## config.mk

```make
export PLATFORM = sky130hd
export DESIGN_NAME = data_island_scheduler
export DESIGN_NICKNAME = d
export VERILOG_FILES = /design/src/rtl/hdmi_di_pkg.sv /design/src/rtl/di_capacity_calc.sv /design/src/rtl/data_island_scheduler.sv
export SDC_FILE = /design/constraint.sdc
export NUM_CORES = 1
export LEC_CHECK = 0
export ABC_AREA = 1
export BUFFER_PORTS_ARGS = -buffer_cell sky130_fd_sc_hd__buf_2
export CAP_MARGIN = 5
export CORE_ASPECT_RATIO = 0.7
export CORE_MARGIN = 1.5
export CORE_UTILIZATION = 50
export DETAILED_ROUTE_END_ITERATION = 8
export PLACE_DENSITY = 0.78
export SLEW_MARGIN = 20
export SYNTH_ARGS = -nofsm -noshare
export SYNTH_HDL_FRONTEND = slang
export SYNTH_SLANG_ARGS = --single-unit
```

## constraint.sdc

```tcl
create_clock -name clk_pixel -period 1.5 [get_ports clk_pixel]
set_input_delay 0.3 -clock clk_pixel [delete_from_list [all_inputs] [get_ports clk_pixel]]
set_output_delay 0.3 -clock clk_pixel [all_outputs]
set_load 0.05 [all_outputs]
```

## src/rtl/hdmi_di_pkg.sv

```systemverilog
// Shared types and timing constants for the HDMI data-island scheduler.
package hdmi_di_pkg;

  typedef enum logic [2:0] {
    DI_IDLE,
    DI_GAP,
    DI_PREAMBLE,
    DI_LEAD_GUARD,
    DI_PACKET,
    DI_TRAIL_GUARD,
    DI_DONE
  } di_state_t;

  localparam int unsigned DI_CTL_GAP      = 4;
  localparam int unsigned DI_PREAMBLE_LEN = 8;
  localparam int unsigned DI_GUARD_LEN    = 2;
  localparam int unsigned DI_PACKET_LEN   = 32;
  localparam int unsigned DI_RESERVE      = 38;

  localparam int unsigned DI_BLANK_W   = 12;
  localparam int unsigned DI_CALC_W    = 13;
  localparam int unsigned DI_CNT_W     = 5;
  localparam int unsigned DI_STATS_W   = 16;
  localparam int unsigned DI_MIN_BLANK = DI_RESERVE + DI_PACKET_LEN;

endpackage

```

## src/rtl/di_capacity_calc.sv

```systemverilog
// Packets that fit in the upcoming blanking interval, clamped to MAX_PACKETS.
module di_capacity_calc
  import hdmi_di_pkg::*;
#(
  parameter int unsigned MAX_PACKETS = 18
) (
  input  logic [DI_BLANK_W-1:0] blank_pixels,
  output logic [DI_CNT_W-1:0]   capacity
);

  logic [DI_CALC_W-1:0] excess;
  logic [DI_CALC_W-1:0] raw;

  always_comb begin
    excess   = '0;
    raw      = '0;
    capacity = '0;
    if (blank_pixels >= DI_BLANK_W'(DI_MIN_BLANK)) begin
      excess = DI_CALC_W'(blank_pixels) - DI_CALC_W'(DI_RESERVE);
      raw    = excess >> $clog2(DI_PACKET_LEN);
      if (raw > DI_CALC_W'(MAX_PACKETS)) begin
        capacity = DI_CNT_W'(MAX_PACKETS);
      end else begin
        capacity = DI_CNT_W'(raw);
      end
    end
  end

endmodule

```

## src/rtl/data_island_scheduler.sv

```systemverilog
// Schedules one HDMI data island per horizontal blanking interval.
// Optional per-frame packet statistics are enabled with DI_FRAME_STATS_EN.
module data_island_scheduler
  import hdmi_di_pkg::*;
#(
  parameter int unsigned MAX_PACKETS = 18
) (
  input  logic                  clk_pixel,
  input  logic                  reset_n,
  input  logic                  display_enable,
  input  logic [DI_BLANK_W-1:0] blank_pixels,
  output logic                  data_island_preamble,
  output logic                  data_island_guard,
  output logic                  data_island_period,
  output logic                  packet_enable,
  output logic [DI_CNT_W-1:0]   packet_pixel_counter,
  output logic                  schedule_error,
  output logic [DI_STATS_W-1:0] packets_in_frame,
  input  logic                  frame_start
);

  di_state_t           state;
  logic                de_q;
  logic [DI_CNT_W-1:0] phase_cnt;
  logic [DI_CNT_W-1:0] packet_cnt;
  logic [DI_CNT_W-1:0] island_len;
  logic [DI_CNT_W-1:0] capacity;
  logic                de_fall;
  logic                abort;
  logic                last_packet;

  di_capacity_calc #(.MAX_PACKETS(MAX_PACKETS)) u_capacity (
    .blank_pixels (blank_pixels),
    .capacity     (capacity)
  );

  assign de_fall     = de_q && !display_enable;
  assign abort       = display_enable && (state != DI_IDLE) && (state != DI_DONE);
  assign last_packet = (packet_cnt == island_len - DI_CNT_W'(1));

  // Island sequencer; flags are registered alongside the state they belong to.
  always_ff @(posedge clk_pixel or negedge reset_n) begin
    if (!reset_n) begin
      state                <= DI_IDLE;
      de_q                 <= 1'b0;
      phase_cnt            <= '0;
      packet_cnt           <= '0;
      island_len           <= '0;
      data_island_preamble <= 1'b0;
      data_island_guard    <= 1'b0;
      data_island_period   <= 1'b0;
      packet_enable        <= 1'b0;
      packet_pixel_counter <= '0;
      schedule_error       <= 1'b0;
    end else begin
      de_q          <= display_enable;
      packet_enable <= 1'b0;
      if (abort) begin
        state                <= DI_IDLE;
        phase_cnt            <= '0;
        packet_cnt           <= '0;
        data_island_preamble <= 1'b0;
        data_island_guard    <= 1'b0;
        data_island_period   <= 1'b0;
        packet_pixel_counter <= '0;
        schedule_error       <= 1'b1;
      end else begin
        unique case (state)
          DI_IDLE: begin
            if (de_fall) begin
              // The fall-detect cycle is already the first control-gap pixel.
              phase_cnt  <= DI_CNT_W'(1);
              island_len <= capacity;
              state      <= (capacity != '0) ? DI_GAP : DI_DONE;
            end
          end
          DI_GAP: begin
            if (phase_cnt == DI_CNT_W'(DI_CTL_GAP - 1)) begin
              state                <= DI_PREAMBLE;
              phase_cnt            <= '0;
              data_island_preamble <= 1'b1;
            end else begin
              phase_cnt <= phase_cnt + DI_CNT_W'(1);
            end
          end
          DI_PREAMBLE: begin
            if (phase_cnt == DI_CNT_W'(DI_PREAMBLE_LEN - 1)) begin
              state                <= DI_LEAD_GUARD;
              phase_cnt            <= '0;
              data_island_preamble <= 1'b0;
              data_island_guard    <= 1'b1;
            end else begin
              phase_cnt <= phase_cnt + DI_CNT_W'(1);
            end
          end
          DI_LEAD_GUARD: begin
            if (phase_cnt == DI_CNT_W'(DI_GUARD_LEN - 1)) begin
              state                <= DI_PACKET;
              phase_cnt            <= '0;
              packet_cnt           <= '0;
              packet_pixel_counter <= '0;
              data_island_guard    <= 1'b0;
              data_island_period   <= 1'b1;
            end else begin
              phase_cnt <= phase_cnt + DI_CNT_W'(1);
              // Strobe lands on the last guard pixel so the picker is ready for pixel 0.
              if (phase_cnt == DI_CNT_W'(DI_GUARD_LEN - 2)) packet_enable <= 1'b1;
            end
          end
          DI_PACKET: begin
            if (packet_pixel_counter == DI_CNT_W'(DI_PACKET_LEN - 1)) begin
              packet_pixel_counter <= '0;
              if (last_packet) begin
                state              <= DI_TRAIL_GUARD;
                phase_cnt          <= '0;
                data_island_period <= 1'b0;
                data_island_guard  <= 1'b1;
              end else begin
                packet_cnt <= packet_cnt + DI_CNT_W'(1);
              end
            end else begin
              packet_pixel_counter <= packet_pixel_counter + DI_CNT_W'(1);
              if (packet_pixel_counter == DI_CNT_W'(DI_PACKET_LEN - 2) && !last_packet) begin
                packet_enable <= 1'b1;
              end
            end
          end
          DI_TRAIL_GUARD: begin
            if (phase_cnt == DI_CNT_W'(DI_GUARD_LEN - 1)) begin
              state             <= DI_DONE;
              phase_cnt         <= '0;
              data_island_guard <= 1'b0;
            end else begin
              phase_cnt <= phase_cnt + DI_CNT_W'(1);
            end
          end
          DI_DONE: begin
            if (display_enable) state <= DI_IDLE;
          end
          default: state <= DI_IDLE;
        endcase
      end
    end
  end

`ifdef DI_FRAME_STATS_EN
  logic packet_start;

  assign packet_start = data_island_period && (packet_pixel_counter == '0);

  // Saturating per-frame packet count; frame_start has priority over a start.
  always_ff @(posedge clk_pixel or negedge reset_n) begin
    if (!reset_n) begin
      packets_in_frame <= '0;
    end else if (frame_start) begin
      packets_in_frame <= '0;
    end else if (packet_start && (packets_in_frame != '1)) begin
      packets_in_frame <= packets_in_frame + DI_STATS_W'(1);
    end
  end
`else
  logic unused_frame_start;

  assign unused_frame_start = frame_start;
  assign packets_in_frame   = '0;
`endif

endmodule
```

==> results of run 1 <==
==> what timing repair did <==
action / in CTS / in global routing
pin swaps: 11 / 13
cloned: 0 / 0
endpoints found under the setup margin: 20 / 26
buffers inserted: 5 / 5
hold endpoints to repair: 14 / 0
gates resized for setup: 8 / 30
hold buffers: 1 / 0
==> kinds of logic after synthesis <==
logic type / Yosys count / synth area share
simple gates: 191 / 0.396
buf+inv: 61 / 0.131
compound gates: 33 / 0.0877
flops: 29 / 0.324
fa+ha+maj: 8 / 0.0447
xor+xnor: 4 / 0.0156
other cells: 1 / 0.00167
==> power by group through the flow <==
stage	combinational, mW	clock, mW	sequential (mW)
2_1_floorplan	1.70	0	1.31
3_3_place_gp	2.76	0	1.12
3_5_place_dp	2.84	0	1.13
4_1_cts	3.00	0.657	1.13
5_1_grt	3.54	0.697	1.16
6_report	3.25	0.651	1.14
==> through the flow <==
stage               setup TNS, ns  hold slack, ns  utilization  power (mW)
floorplan                   -2.33         0.00441            -        3.02
global placement            -2.05           0.237        0.647        3.88
detailed placement          -3.41           0.240        0.647        3.98
CTS                         -3.39           0.221        0.684        4.79
global route                -6.15           0.232        0.710        5.39
finish                      -3.70           0.237        0.710        5.05
==> worst max-delay path by stage <==
stage	end	slack, ns	depth (start not counted)
3_3_place_gp	phase_cnt[1]$_DFFE_PN0P_	-0.22	13
2_1_floorplan	phase_cnt[0]$_DFFE_PN0P_	-0.22	11
6_report	phase_cnt[1]$_DFFE_PN0P_	-0.29	13
3_5_place_dp	state[1]$_DFFE_PN0P_	-0.30	13
4_1_cts	phase_cnt[3]$_DFFE_PN0P_	-0.27	13
5_1_grt	phase_cnt[0]$_DFFE_PN0P_	-0.43	13
==> layout by cell type, fill, tap and decap left out, types with 2 or more instances in the layout <==
master	n
buf_4	55
nor2_2	4
xor2_1	4
nand2_4	3
o21ai_1	10
buf_2	23
o21ai_0	7
dfrtp_1	22
nand3_2	4
buf_6	4
nand3_1	25
conb_1	16
ha_1	3
nand2_2	18
nor3_2	2
clkinv_2	2
dfrtp_2	7
nor2_4	3
nor2_1	25
nand3b_1	2
nand4_1	8
ha_2	3
nand3_4	2
o21ai_2	2
a21oi_1	8
and2_1	2
clkbuf_8	5
inv_2	15
ha_4	2
inv_1	27
nand2_1	87
==> worst reg2reg max path: stages, from the launching register on <==
cell     delay, ns
dfrtp_1       0.36
inv_2         0.06
ha_4          0.26
inv_2         0.02
nand2_1       0.04
nand2_1       0.04
nor2_1        0.08
nand2_1       0.08
nor2_2        0.13
nand2_2       0.09
a21oi_4       0.23
nand2_2       0.13
nand2_1       0.09
nand2_1       0.05
==> routing by layer <==
layer	global-route usage	part of all wire
met3	0.0501	0.048
met5	0	0
met1	0.318	0.47
met4	0.0810	0.011
met2	0.413	0.47
==> layout make-up <==
type,count,area (sq um)
tap,55,68.8
multi-input combinational,252,1420
clock buffer,6,72.6
clock inverter,2,10.0
fill,350,1260
timing repair buffer,84,603
sequential,29,734
inverter,44,168
==> state kept, by name, summed over array words and instances (netlist names) <==
| name | count |
|---|---|
| island_len | 5 |
| packet_cnt | 5 |
| packet_pixel_counter | 5 |
| phase_cnt | 5 |
| state | 3 |
| data_island_guard | 1 |
| data_island_period | 1 |
| data_island_preamble | 1 |
| de_q | 1 |
| packet_enable | 1 |
| schedule_error | 1 |
==> reports/results.ini, run 1 <==
[drt]
wl_per_cell_um = 12.3
postRouteAntennaNets = 0
routed_via_density = 4.99
drt_iter0_markers = 107
dr.pass1.iters = 5
vias = 2355
drc = 0
wirelength_um = 5830

[cells_and_area]
finalInstanceArea_sq_um = 3070
final_nets = 440
stdcell_count = 472
syn_to_final_growth_pct = 37.1
layout-drive-gt1-share = 0.386
antenna_cells = 0

[synthesis]
synth_top_area_share = 0.324
yosysTopAreaCell = dfrtp_1
ys.flop_type = dfrtp_1
async_flop_share = 1.00
ys_seq_elements = 29
syn_area_sq_um = 2240
yosysMostFrequentCell = nand2_1
synthTopCellsByCount = nand2_1 (98), inv_1 (35), nor2_1 (30)
ys_types = 36
synth.yosys.seq_area_share = 0.324
synth_cells = 327
synth_edf_count = 0
syn_avg_cell_area_sq_um = 6.85
synthTopCellsByArea = dfrtp_1 (32%), nand2_1 (16%), nand3_1 (6.3%)
yosysWarnings = 0

[min_path]
min_to = de_q$_DFF_PN0_
holdPathStages = 1
hold_path_class = in -> reg
min_from = display_enable

[clocking]
cts-buffers-inserted = 5
cts_num_sinks = 29
clk_latency_ns = 0.29
cts.htree.levels = 2
path_clk_slew_ns = 0.08
clockBufferDepth = 2
cts_root_buffer = clkbuf_8
tritoncts = yes

[power]
swShare = 0.478
p_switching_mw = 2.41
internal_power_mw = 2.63
p_per_area_nw_per_um2 = 1640
p_clk_frac = 0.129
share_seq_of_total_power = 0.227
power_frac_comb = 0.644
p_leak_nw = 1.59
ir_drop_v = 0.000943

[timing]
maxSlewViolCount = 0
fin_crit_sh = 1.19
layout_setup_ws_ns = -0.285
rsz0062_at_grt = true
period_needed_ns = 1.79
fmax_ghz = 0.560
fin_skew_ns = 0.0115
setup-violations-final = 16
hold_violations = 0

[critical_path]
cpLargestDelayFamily = simple AND/OR/NAND/NOR gates
max_stage_delay_ns = 0.36
r2r-start = island_len[1]$_DFFE_PN0P_
rr_endpoint = phase_cnt[1]$_DFFE_PN0P_
crit_path_start_kind = flip-flop
path_buf_inv = 2
end_kind = flip-flop
cp_max_fo = 5
crit_top_cell = nand2_1
rr_worst_depth = 13
r2r_setup_slack_ns = -0.29
crit_path_cell_trace = inv_2 > ha_4 > inv_2 > nand2_1 > nand2_1 > nor2_1 > nand2_1 > nor2_2 > nand2_2 > a21oi_4 > nand2_2 > nand2_1 > nand2_1
crit_start = island_len[1]$_DFFE_PN0P_
worstPathArrival_ns = 1.96
cp.required_ns = 1.68
slowest_stage = dfrtp_1
critical_path_class = reg -> reg

[die]
design.core.area_sq_um = 4330
die_x_um = 83.0
num_io_pins = 42
die_h_um = 59.0
initial_utilization = 0.518
rows = 20
die-area_sq_um = 4900

[outcome]
violations = negative setup slack
outcome = finished with violations

[global_routing]
grt_start_max_net_pins = 16
grt_usage = 0.243
first_global_vias = 2195
grt_first_pass_wirelength_um = 9490
grt-ovfl-total = 0
antenna_found_initial = 0

[placement]
numPortBuffers = 23
place_area_sq_um = 2800
place_ws_ns = -0.295
gp_congestion = 0.907
hpwl_um = 4390
dp.cells = 453

[job]
maxCapViolCount = 0

(Power assumes the default switching activity.)
==> inputs of run 2 (changes only) <==
--- a/config.mk
+++ b/config.mk
@@ -12,7 +12,7 @@
 export CORE_MARGIN = 1.5
 export CORE_UTILIZATION = 50
 export DETAILED_ROUTE_END_ITERATION = 8
-export PLACE_DENSITY = 0.78
+export PLACE_DENSITY = 0.75
 export SLEW_MARGIN = 20
 export SYNTH_ARGS = -nofsm -noshare
 export SYNTH_HDL_FRONTEND = slang
==> constraint.sdc (replaced) <==
create_clock -name clk_pixel -period 1.7 [get_ports clk_pixel]
set_input_delay 0.34 -clock clk_pixel [delete_from_list [all_inputs] [get_ports clk_pixel]]
set_output_delay 0.34 -clock clk_pixel [all_outputs]
set_load 0.05 [all_outputs]
==> reports/results.ini, run 2 (synthesis gave the netlist of run 1 again) <==
[placement]
gp_congestion = 0.881
numPortBuffers = 23
place_area_sq_um = 2460
hpwl_um = 3590

[critical_path]
crit_start = island_len[1]$_DFFE_PN0P_
crit_path_start_kind = flip-flop
critical_path_class = reg -> reg
cp_max_fo = 5
cp.required_ns = 1.88
worstPathArrival_ns = 1.99
max_stage_delay_ns = 0.37
crit_path_cell_trace = inv_2 > ha_4 > inv_2 > nand2_2 > nand2_1 > nor2_1 > nand2_1 > nor2_2 > nand2_2 > a21oi_4 > nand2_2 > nand2_1 > nand2_1
end_kind = flip-flop
r2r-start = island_len[1]$_DFFE_PN0P_
path_buf_inv = 2
crit_top_cell = nand2_1
slowest_stage = dfrtp_1
cpLargestDelayFamily = simple AND/OR/NAND/NOR gates

[drt]
routed_via_density = 4.99
dr.pass1.iters = 4
postRouteAntennaNets = 0
vias = 2107
drc = 0
wl_per_cell_um = 11.3
drt_iter0_markers = 106
wirelength_um = 4760

[timing]
slew_headroom = 0.557
layout_setup_ws_ns = -0.108
fin_crit_sh = 1.06
worst_pin_slew_ns = 0.664
setup-violations-final = 10
maxSlewViolCount = 0
fmax_ghz = 0.553
fin_skew_ns = 0.00321
rsz0062_at_grt = true
period_needed_ns = 1.81
hold_violations = 0

[clocking]
cts.htree.levels = 2
cts-buffers-inserted = 5
cts_root_buffer = clkbuf_8
tritoncts = yes
clk_latency_ns = 0.29
hold_buffers = 0
clockBufferDepth = 2
cts_num_sinks = 29
path_clk_slew_ns = 0.06

[outcome]
outcome = finished with violations
violations = negative setup slack

[cells_and_area]
final_cell_mix = nand2_1 (96), inv_1 (31), nor2_1 (29)
final_nets = 390
finalInstanceArea_sq_um = 2590
final_common_cell = nand2_1
syn_to_final_growth_pct = 15.6
layout-drive-gt1-share = 0.229
antenna_cells = 0

[job]
maxCapViolCount = 0

[die]
rows = 20
num_io_pins = 42
die_x_um = 83.0
initial_utilization = 0.518
die-area_sq_um = 4900
die_h_um = 59.0
design.core.area_sq_um = 4330

[global_routing]
grt_start_max_net_pins = 30
first_global_vias = 1898
grt_first_pass_wirelength_um = 8250
grt-ovfl-total = 0
antenna_found_initial = 0
grt_usage = 0.210

[power]
ir_drop_v = 0.000847
p_leak_nw = 1.34
report.power.total_mw = 3.74
p_per_area_nw_per_um2 = 1450

[min_path]
hold_path_class = in -> async

## run 2: cell types whose count changed in the layout (fill, tap and decap cells not counted), sizes merged
| cell | change |
|---|---|
| dlygate4sd3 | -1 |
| clkbuf | +2 |
| buf | -49 |
| clkinv | -2 |
## run 2: layer usage
metal / GRT usage / share of wire / up-vias
li1: - / - / 1090
met1: 0.291 / 0.51 / 962
met2: 0.326 / 0.43 / 50
met3: 0.0474 / 0.055 / 5
met4: 0.0833 / 0.0078 / 0
met5: 0 / 0 / -
## run 2: path summary, 6_finish.rpt
| kind | slack [ns] | endpoint | cells after the start |
|---|---|---|---|
| min in group clk_pixel | 0.29 | de_q$_DFF_PN0_ | 1 |
| worst max-delay path | -0.11 | phase_cnt[1]$_DFFE_PN0P_ | 13 |
| worst min register to register | 0.47 | schedule_error$_DFFE_PN0P_ | 1 |
| max in group asynchronous | 1.15 | packet_pixel_counter[3]$_DFFE_PN0P_ | 1 |
| worst min-delay path | 0.08 | island_len[0]$_DFFE_PN0P_ | 1 |
| worst max register to register | -0.11 | phase_cnt[1]$_DFFE_PN0P_ | 13 |
## run 2: report_power, final
part / internal (mW) / switching (mW) / leakage, nW
sequential: 0.854 / 0.153 / 0.374
clock: 0.330 / 0.268 / 0.0455
combinational: 0.711 / 1.43 / 0.917
## run 2: layout make-up
class / count / area (sq um)
sequential: 29 / 731
multi-input combinational: 252 / 1330
timing repair buffer: 34 / 201
tap: 55 / 68.8
fill: 407 / 1740
inverter: 44 / 168
clock buffer: 8 / 90.1
## run 2: per-stage QoR
stage	cells	setup slack, ns	setup TNS (ns)	hold WS (ns)	util
after floorplan	342	-0.0190	-0.0872	0.0444	-
after global placement	412	-0.106	-0.831	0.406	0.567
after CTS	422	-0.123	-0.982	0.112	0.593
final	422	-0.108	-0.805	0.0799	0.598
after detailed placement	412	-0.150	-1.28	0.419	0.567
after global routing	422	-0.281	-2.72	0.145	0.598
## run 2: worst register-to-register path, delay by kind of cell, from the launching register on
family / cells / cell delay (ns)
adders and majority gates: 1 / 0.27
buffers and inverters: 2 / 0.09
DFF: 1 / 0.37
and+or+nand+nor: 9 / 0.75
AOI/OAI and AO/OA: 1 / 0.23
## run 2: what timing repair did
item | in CTS | in global routing
buffers inserted | 2 | 0
setup endpoints to repair | 10 | 17
pin swaps | 1 | 10
resized for setup | 2 | 6
cloned | 0 | 0
==> inputs of run 3 (changes only) <==
--- a/config.mk
+++ b/config.mk
@@ -10,9 +10,9 @@
 export CAP_MARGIN = 5
 export CORE_ASPECT_RATIO = 0.7
 export CORE_MARGIN = 1.5
-export CORE_UTILIZATION = 50
+export CORE_UTILIZATION = 45
 export DETAILED_ROUTE_END_ITERATION = 8
-export PLACE_DENSITY = 0.75
+export PLACE_DENSITY = 0.69
 export SLEW_MARGIN = 20
 export SYNTH_ARGS = -nofsm -noshare
 export SYNTH_HDL_FRONTEND = slang
==> reports/results.ini, run 3 (synthesis gave the netlist of run 1 again) <==
[placement]
gp_congestion = 0.860
place_ws_ns = -0.169
hpwl_um = 3730
numPortBuffers = 23
place_area_sq_um = 2480
dp.cells = 427

[die]
initial_utilization = 0.469
die-area_sq_um = 5420
die_h_um = 62.0
design.core.area_sq_um = 4780
die_x_um = 87.3
rows = 21
num_io_pins = 42

[global_routing]
met3_usage = 0.0436
grt_first_pass_wirelength_um = 8410
antenna_found_initial = 0
grt-ovfl-total = 0
grt-busiest-layer = met2
grt_use_met2 = 0.300
grt_usage = 0.201
grt_start_max_net_pins = 30
grt_use_met1 = 0.292
first_global_vias = 1873

[clocking]
cts.htree.levels = 2
path_clk_slew_ns = 0.07
cts-buffers-inserted = 5
cts_num_sinks = 29
clk_latency_ns = 0.28
clockBufferDepth = 2
tritoncts = yes
cts_root_buffer = clkbuf_8

[critical_path]
cp.required_ns = 1.92
crit_top_cell = nand2_1
crit_path_cell_trace = inv_2 > ha_4 > inv_2 > nand2_1 > nand2_1 > nor2_1 > nand2_1 > nor2_2 > nand2_2 > a21oi_4 > buf_6 > nand4_1 > nand2_1
crit_path_start_kind = flip-flop
end_kind = flip-flop
max_stage_delay_ns = 0.36
slowest_stage = dfrtp_1
critical_path_class = reg -> reg
worstPathArrival_ns = 2.00
cp_max_fo = 5

[drt]
vias = 2063
drc = 0
postRouteAntennaNets = 0
wirelength_um = 4790
wl_per_cell_um = 11.0
routed_via_density = 4.73
dr.pass1.iters = 4
drt_iter0_markers = 119

[power]
p_clk_frac = 0.151
p_switching_mw = 1.85
p_per_area_nw_per_um2 = 1420
p_leak_nw = 1.34
share_seq_of_total_power = 0.269
power_frac_comb = 0.580
swShare = 0.501
ir_drop_v = 0.000900
internal_power_mw = 1.84

[cells_and_area]
final_util = 0.544
antenna_cells = 0
syn_to_final_growth_pct = 16.0
finalInstanceArea_sq_um = 2600
final_cell_mix = nand2_1 (96), inv_1 (29), nor2_1 (29)
layout-drive-gt1-share = 0.237
final_common_cell = nand2_1
final_nets = 390
fillerInstances = 476
stdcell_count = 436

[outcome]
outcome = finished with violations
violations = negative setup slack

[timing]
worst_pin_slew_ns = 0.669
setup-violations-final = 9
hold_violations = 0
layout_setup_ws_ns = -0.0806
period_needed_ns = 1.78
slew_headroom = 0.554
fmax_ghz = 0.562
rsz0062_at_grt = true
fin_crit_sh = 1.05
maxSlewViolCount = 0
fin_skew_ns = 0.00734

[job]
maxCapViolCount = 0

[min_path]
hold_path_class = in -> async

## run 3: cell types whose count changed in the layout (fill, tap and decap cells not counted)
cell	before	now
inv_2	11	13
nor2_4	1	0
clkbuf_1	2	1
nor2_2	2	3
nand2_4	2	3
nand2_2	10	9
clkbuf_8	6	5
inv_1	31	29
clkinv_2	0	2
## run 3: area by class of cell
type                       instances  area [sq um]  share of cell area
clock buffer                       6          72.6              0.0279
clock inverter                     2          10.0             0.00385
inverter                          44           168              0.0645
multi-input combinational        252          1330               0.512
sequential                        29           731               0.281
tap                               69          86.3              0.0332
timing repair buffer              34           201              0.0775
## run 3: final timing paths
path                                                        to  slack [ns]                           from  depth (start not counted)
setup / recovery                          state[2]$_DFFE_PN0P_       -0.08      island_len[0]$_DFFE_PN0P_                         13
hold / removal                       packet_cnt[1]$_DFFE_PN0P_        0.09                        reset_n                          1
setup reg to reg                          state[2]$_DFFE_PN0P_       -0.08      island_len[0]$_DFFE_PN0P_                         13
hold reg to reg                  data_island_guard$_DFFE_PN0P_        0.47  data_island_guard$_DFFE_PN0P_                          2
max in group asynchronous  packet_pixel_counter[0]$_DFFE_PN0P_        1.15                        reset_n                          1
min in group clk_pixel                          de_q$_DFF_PN0_        0.28                 display_enable                          1
## run 3: stage by stage
step	total power [mW]	TNS (ns)	hold WS, ns
5_1_grt	4.04	-1.78	0.147
2_1_floorplan	2.60	-0.0872	0.0444
3_5_place_dp	3.05	-1.38	0.415
6_report	3.70	-0.513	0.0870
4_1_cts	3.70	-0.766	0.109
3_3_place_gp	3.02	-0.808	0.411
## run 3: layer usage
metal  share of wire  wire [um]  up-vias
met2            0.42       2000       33
met1            0.53       2550      933
li1                -          -     1089
met3           0.038        183        8
met5               0          0        -
met4           0.011         53        0
## run 3: what timing repair did
| action | 4_1_cts | 5_1_grt |
|---|---|---|
| pin swaps | 10 | 3 |
| buffers inserted | 1 | 0 |
| resized for setup | 7 | 3 |
| hold buffers | 0 | 0 |
| cloned | 0 | 0 |
| endpoints found under the setup margin | 10 | 13 |
## run 3: worst max-delay path: cells and delay by family (launching register included)
family                     cells  cell delay (ns)
DFF                            1             0.36
AOI/OAI and AO/OA              1             0.26
buffers and inverters          3             0.23
adders and majority gates      1             0.27
and+or+nand+nor                8             0.60
## run 3: power by group through the flow
stage / combinational (mW) / sequential (mW) / clock [mW]
6_report: 2.14 / 0.994 / 0.559
4_1_cts: 2.13 / 0.994 / 0.574
5_1_grt: 2.42 / 1.02 / 0.597
3_5_place_dp: 2.05 / 1.00 / 0
3_3_place_gp: 2.02 / 0.998 / 0
2_1_floorplan: 1.44 / 1.16 / 0
